$ cat src/rtl/square_seq_ctl_pkg.sv
// Shared constants for the APU square channel sequencer:
// register addresses, duty waveform table, default widths.
package apu_square_pkg;

    localparam int PERIOD_W = 11;
    localparam int MUTE_MIN = 8;

    localparam logic [1:0] SQ_REG_CTRL = 2'd0;
    localparam logic [1:0] SQ_REG_LO   = 2'd2;
    localparam logic [1:0] SQ_REG_HI   = 2'd3;

    // Row = duty mode, bit index = phase (bit 7 = phase 7).
    localparam logic [3:0][7:0] DUTY_TBL = {
        8'b10011111,
        8'b01111000,
        8'b01100000,
        8'b01000000
    };

    function automatic logic duty_bit(
        input logic [1:0] mode,
        input logic [2:0] phase
    );
        return DUTY_TBL[mode][phase];
    endfunction

endpackage

$ cat src/rtl/square_seq_ctl_if.sv
// Register-write bus plus sequencer outputs for one square channel.
// master: CPU/APU side (ACLK_EN, WR, ADDR, DB out; FCO, PHASE, DUTY, MUTE in).
interface square_seq_ctl_if;

    logic       ACLK_EN;
    logic       WR;
    logic [1:0] ADDR;
    logic [7:0] DB;
    logic       FCO;
    logic [2:0] PHASE;
    logic       DUTY;
    logic       MUTE;

    modport master (
        output ACLK_EN, WR, ADDR, DB,
        input  FCO, PHASE, DUTY, MUTE
    );

    modport slave (
        input  ACLK_EN, WR, ADDR, DB,
        output FCO, PHASE, DUTY, MUTE
    );

endinterface

$ cat src/rtl/square_seq_ctl_timer.sv
// square_period_timer: 11-bit down counter with reload and registered carry.
// Ports: CLK, n_RES, i_aclk_en, i_period in; o_fco (registered), o_expire (comb).
// With SQUARE_SEQ_DBG_EN defined, o_cnt exposes the live count.
module square_period_timer #(
    parameter int PERIOD_W = apu_square_pkg::PERIOD_W
) (
    input  logic                CLK,
    input  logic                n_RES,
    input  logic                i_aclk_en,
    input  logic [PERIOD_W-1:0] i_period,
    output logic                o_fco,
    output logic                o_expire
`ifdef SQUARE_SEQ_DBG_EN
    ,
    output logic [PERIOD_W-1:0] o_cnt
`endif
);

    logic [PERIOD_W-1:0] r_cnt;
    logic                r_fco;
    logic                w_expire;

    assign w_expire = i_aclk_en && (r_cnt == '0);

    // Reload takes the period as registered before this edge,
    // so a same-cycle period write only affects the next reload.
    always_ff @(posedge CLK or negedge n_RES) begin
        if (!n_RES) begin
            r_cnt <= '0;
            r_fco <= 1'b0;
        end else begin
            r_fco <= w_expire;
            if (i_aclk_en) begin
                r_cnt <= w_expire ? i_period : r_cnt - 1'b1;
            end
        end
    end

    assign o_fco    = r_fco;
    assign o_expire = w_expire;
`ifdef SQUARE_SEQ_DBG_EN
    assign o_cnt    = r_cnt;
`endif

endmodule

$ cat src/rtl/square_seq_ctl.sv
// Square channel controller: register decode, duty phase, DUTY/MUTE.
// Ports: CLK, n_RES, bus (slave). Macro SQUARE_SEQ_DBG_EN adds DBG_CNT, DBG_PERIOD.
module square_seq_ctl #(
    parameter int PERIOD_W = apu_square_pkg::PERIOD_W,
    parameter int MUTE_MIN = apu_square_pkg::MUTE_MIN
) (
    input  logic              CLK,
    input  logic              n_RES,
    square_seq_ctl_if.slave   bus
`ifdef SQUARE_SEQ_DBG_EN
    ,
    output logic [PERIOD_W-1:0] DBG_CNT,
    output logic [PERIOD_W-1:0] DBG_PERIOD
`endif
);

    import apu_square_pkg::*;

    logic [1:0]          r_duty_mode;
    logic [PERIOD_W-1:0] r_period;
    logic [2:0]          r_phase;

    logic w_wr_ctrl;
    logic w_wr_lo;
    logic w_wr_hi;
    logic w_expire;
    logic w_fco;

    assign w_wr_ctrl = bus.WR && (bus.ADDR == SQ_REG_CTRL);
    assign w_wr_lo   = bus.WR && (bus.ADDR == SQ_REG_LO);
    assign w_wr_hi   = bus.WR && (bus.ADDR == SQ_REG_HI);

    square_period_timer #(
        .PERIOD_W (PERIOD_W)
    ) u_timer (
        .CLK       (CLK),
        .n_RES     (n_RES),
        .i_aclk_en (bus.ACLK_EN),
        .i_period  (r_period),
        .o_fco     (w_fco),
        .o_expire  (w_expire)
`ifdef SQUARE_SEQ_DBG_EN
        ,
        .o_cnt     (DBG_CNT)
`endif
    );

    // A high-byte write restarts the sequence at phase 0 and
    // overrides a decrement from a coincident expiry.
    always_ff @(posedge CLK or negedge n_RES) begin
        if (!n_RES) begin
            r_duty_mode <= 2'd0;
            r_period    <= '0;
            r_phase     <= 3'd0;
        end else begin
            if (w_wr_ctrl) begin
                r_duty_mode <= bus.DB[7:6];
            end
            if (w_wr_lo) begin
                r_period[7:0] <= bus.DB;
            end
            if (w_wr_hi) begin
                r_period[PERIOD_W-1:8] <= bus.DB[PERIOD_W-9:0];
            end
            if (w_wr_hi) begin
                r_phase <= 3'd0;
            end else if (w_expire) begin
                r_phase <= r_phase - 3'd1;
            end
        end
    end

    assign bus.FCO   = w_fco;
    assign bus.PHASE = r_phase;
    assign bus.DUTY  = duty_bit(r_duty_mode, r_phase);
    assign bus.MUTE  = (r_period < PERIOD_W'(MUTE_MIN));

`ifdef SQUARE_SEQ_DBG_EN
    assign DBG_PERIOD = r_period;
`endif

endmodule
$ cat src/flat_wrapper.sv
// flat-port wrapper written by rule: the top's interface ports become plain ports
module square_seq_ctl_flat import apu_square_pkg::*;
#(
    parameter int PERIOD_W = apu_square_pkg::PERIOD_W,
    parameter int MUTE_MIN = apu_square_pkg::MUTE_MIN
)
  (CLK, n_RES, bus_ACLK_EN, bus_WR, bus_ADDR, bus_DB, bus_FCO, bus_PHASE, bus_DUTY, bus_MUTE);
  square_seq_ctl_if bus_i ();
  input  logic CLK;
  input  logic n_RES;
  input wire logic [$bits(bus_i.ACLK_EN)-1:0] bus_ACLK_EN;
  input wire logic [$bits(bus_i.WR)-1:0] bus_WR;
  input wire logic [$bits(bus_i.ADDR)-1:0] bus_ADDR;
  input wire logic [$bits(bus_i.DB)-1:0] bus_DB;
  output wire logic [$bits(bus_i.FCO)-1:0] bus_FCO;
  output wire logic [$bits(bus_i.PHASE)-1:0] bus_PHASE;
  output wire logic [$bits(bus_i.DUTY)-1:0] bus_DUTY;
  output wire logic [$bits(bus_i.MUTE)-1:0] bus_MUTE;
  assign bus_i.ACLK_EN = bus_ACLK_EN;
  assign bus_i.WR = bus_WR;
  assign bus_i.ADDR = bus_ADDR;
  assign bus_i.DB = bus_DB;
  assign bus_FCO = bus_i.FCO;
  assign bus_PHASE = bus_i.PHASE;
  assign bus_DUTY = bus_i.DUTY;
  assign bus_MUTE = bus_i.MUTE;
  square_seq_ctl #(.PERIOD_W(PERIOD_W), .MUTE_MIN(MUTE_MIN)) u_core (.CLK(CLK), .n_RES(n_RES), .bus(bus_i));
endmodule
$ cat config.mk
export PLATFORM = sky130hd
export DESIGN_NAME = square_seq_ctl_flat
export DESIGN_NICKNAME = d
export VERILOG_FILES = /design/src/rtl/square_seq_ctl_pkg.sv /design/src/rtl/square_seq_ctl_if.sv /design/src/rtl/square_seq_ctl_timer.sv /design/src/rtl/square_seq_ctl.sv /design/src/flat_wrapper.sv
export SDC_FILE = /design/constraint.sdc
export NUM_CORES = 1
export LEC_CHECK = 0
export BUFFER_PORTS_ARGS = -buffer_cell sky130_fd_sc_hd__buf_2
export CAP_MARGIN = 20
export CORE_AREA = 4 4 84 55
export CTS_BUF_LIST = sky130_fd_sc_hd__clkbuf_2
export DETAILED_ROUTE_END_ITERATION = 6
export DIE_AREA = 0 0 88 59
export PLACE_DENSITY_LB_ADDON = 0.1
export SYNTH_ARGS = -nofsm -noshare
export SYNTH_HDL_FRONTEND = slang
export SYNTH_SLANG_ARGS = --single-unit
$ cat constraint.sdc
create_clock -name CLK -period 3.12 [get_ports CLK]
set_clock_uncertainty 0.2 [all_clocks]
set_input_delay 0.156 -clock CLK [delete_from_list [all_inputs] [get_ports CLK]]
set_output_delay 0.156 -clock CLK [all_outputs]
set_load 0.005 [all_outputs]
==> qor.yml <==
grt_pass1_wl_um: 5720
fin_ws_ns: 0.7677
critPathArrivalTime_ns: 2.47
final_common_cell: "dfrtp_1"
finalInstanceArea_sq_um: 1790
avgSynthCellArea_sq_um: 11.36
io-pin-count: 20
grt-ovfl-total: 0
ys_async_sr_fraction_pct: 100.0
dp_cells: 197
vias: 1134
htreeDepth: 1
cellLeakagePower_uw: 0.0007906
worst_slew_pin_slew_ns: 0.9630
maxSlewHeadroom_pct: 35.21
synthAdderAreaFrac_pct: 4.237
slew_viol_final: 0
fin_tns_setup_ns: 0
grt_max_degree: 29
finalHoldViolations: 0
hp-class: "in -> async"
period_share_pct: 75.40
max-cap-violations: 0
cellPowerDensity_nw_per_um2: 630.5
core_sq_um: 3896
synth_top_family_by_area: "simple AND/OR/NAND/NOR gates"
critPathMaxFanout: 17
antenna_found_initial: 0
finalSetupViolCount: 0
fmax_ghz: 0.4251
crit_type: "reg -> reg"
insertion_delay_ns: 0.38
multi_input_area_sq_um: 718.2
cts_hold_buf: 12
synth_edf_count: 0
drt-total-wl_um: 3358
synthMuxAreaShare_pct: 13.47
path_clk_slew_ns: 0.30
path_buf_inv: 2
syn_area_sq_um: 1476
synthSimpleGateAreaFrac_pct: 19.41
cts_inserted_buffers: 3
rows: 18
final_cell_mix: "28 x dfrtp_1, 19 x buf_2, 13 x mux2_2, 12 x dlygate4sd3_1"
final-seq-area_sq_um: 700.7
ctsResizeCount: 0
clk_path_buf_depth: 2
cp_slowest_cell: "or4bb_1"
dieArea_sq_um: 5192
ys_seq_area_share_pct: 47.46
start_util_pct: 37.89
grt_pass1_vias: 1139
crit_chain: "inv_1 -> ha_1 -> or4bb_1 -> nor4_4 -> buf_4 -> nor4b_1 -> a221o_1"
wl_per_cell_um: 15.77
start_kind: "flip-flop"
yosys_register_bits: 28
area.growth.synth_to_final_pct: 21.27
worstRegToRegCells: 7
crit_cells: 7
endpoint_kind: "flip-flop"
final_layout_size_suffix_gt1_share_pct: 27.61
fin_nets: 183
place_ws_ns: 0.8032
ys_types: 44
cpPeakStageDelay_ns: 0.56
die_h_um: 59
post-cts-setup-buffers: 0
syn_inst: 130
whs_ns: 0.07662
fillCellCount: 364
ir_drop_uv: 255.1
outcome: "complete, no violations"
dr.pass1.iters: 4
die_w_um: 88
synth_compound_area_share_pct: 10.34
period_minus_slack_ns: 2.352
postSynthNetCount: 149
hpwl_um: 2439
first_iter_violations: 74
yosysWarningCount: 0
fin_cells: 213
clock_sinks: 28
placed_area_sq_um: 1625
drc: 0
cts-root-buf: "clkbuf_2"
gp_congestion: 0.7250
cts_tree: "yes"
rsz0062_at_grt: "no"
synth_xor_area_share_pct: 1.186
io_buffers: 19
crit_required_ns: 3.24
postRouteAntennaNets: 0
vias_per_cell: 5.324
n_antenna_cell: 0
path_delay_family: "simple AND/OR/NAND/NOR gates"
synth-main-ff-cell: "dfrtp_1"
track_usage_pct: 14.61
## cell type report
class                      count  share of cell area (%)
clock inverter                 1                   1.677
inverter                       9                   1.887
clock buffer                   3                  0.8386
tap                           50                   3.494
sequential                    28                   39.13
multi-input combinational     89                   40.11
timing repair buffer          33                   12.86
## Yosys cell counts (2+ instances only)
| cell type | n | area share [%] |
|---|---|---|
| dfrtp_1 | 28 | 47 |
| ha_1 | 5 | 4.2 |
| mux2i_1 | 3 | 2.0 |
| or4_1 | 2 | 1.0 |
| mux2_2 | 13 | 9.9 |
| nor2_1 | 7 | 1.8 |
| nor2b_1 | 2 | 0.85 |
| nand4_1 | 3 | 1.3 |
| nand2_1 | 9 | 2.3 |
| a211oi_1 | 2 | 1.0 |
| nand3_1 | 2 | 0.68 |
| nor3_1 | 2 | 0.68 |
| a22oi_1 | 2 | 1.0 |
| nor4b_1 | 2 | 1.2 |
| clkbuf_1 | 2 | 0.51 |
| and2_1 | 3 | 1.3 |
| o31ai_1 | 2 | 1.0 |
| a221o_1 | 3 | 2.0 |
| inv_1 | 9 | 2.3 |
| o21ai_0 | 5 | 1.7 |
## where the power goes
part / internal [uW] / leakage (uW) / switching (uW)
logic: 174 / 0.000420 / 164
clock network: 110 / 0.0000266 / 117
registers: 457 / 0.000344 / 107
## logic make-up (layout without fill, tap and decap cells)
logic type,after synthesis,after routing
AO/OA/AOI/OAI,20,20
XOR/XNOR,2,2
adder cells (fa/ha/maj),5,5
buffers and inverters,13,46
flip-flops,28,28
multiplexers,17,17
AND/OR/NAND/NOR,45,45
## metal layers
layer  global-route usage (%)  routed length, um  up-vias
li1                         -                  -      545
met1                    22.25               1757      563
met2                    21.24               1462       24
met3                    3.750                122        2
met4                    2.188                 15        0
met5                        0                  0        -
## metrics by stage
step / utilization, % / power, uW
floorplan: - / 787.4
global placement: 41.71 / 883.2
detailed placement: 41.71 / 893.0
CTS: 45.95 / 1132
global route: 45.95 / 1207
finish: 45.95 / 1129
## registers in the layout, indices dropped and copies added (netlist names)
name,cells
u_core.r_period,11
u_core.u_timer.r_cnt,11
u_core.bus.PHASE,3
u_core.r_duty_mode,2
u_core.u_timer.o_fco,1
## final timing paths
path	start	to	slack [ns]
max	u_core.u_timer.r_cnt[0]	u_core.u_timer.r_cnt[4]	0.77
max in group asynchronous	n_RES	u_core.r_duty_mode[0]	2.21
min	n_RES	u_core.u_timer.r_cnt[0]	0.08
min reg2reg	u_core.u_timer.r_cnt[9]	u_core.u_timer.r_cnt[9]	0.32
min in group CLK	bus_ADDR[1]	u_core.bus.PHASE[0]	0.13
max reg2reg	u_core.u_timer.r_cnt[0]	u_core.u_timer.r_cnt[4]	0.77
No activity file was read; power rests on OpenSTA's default activity.
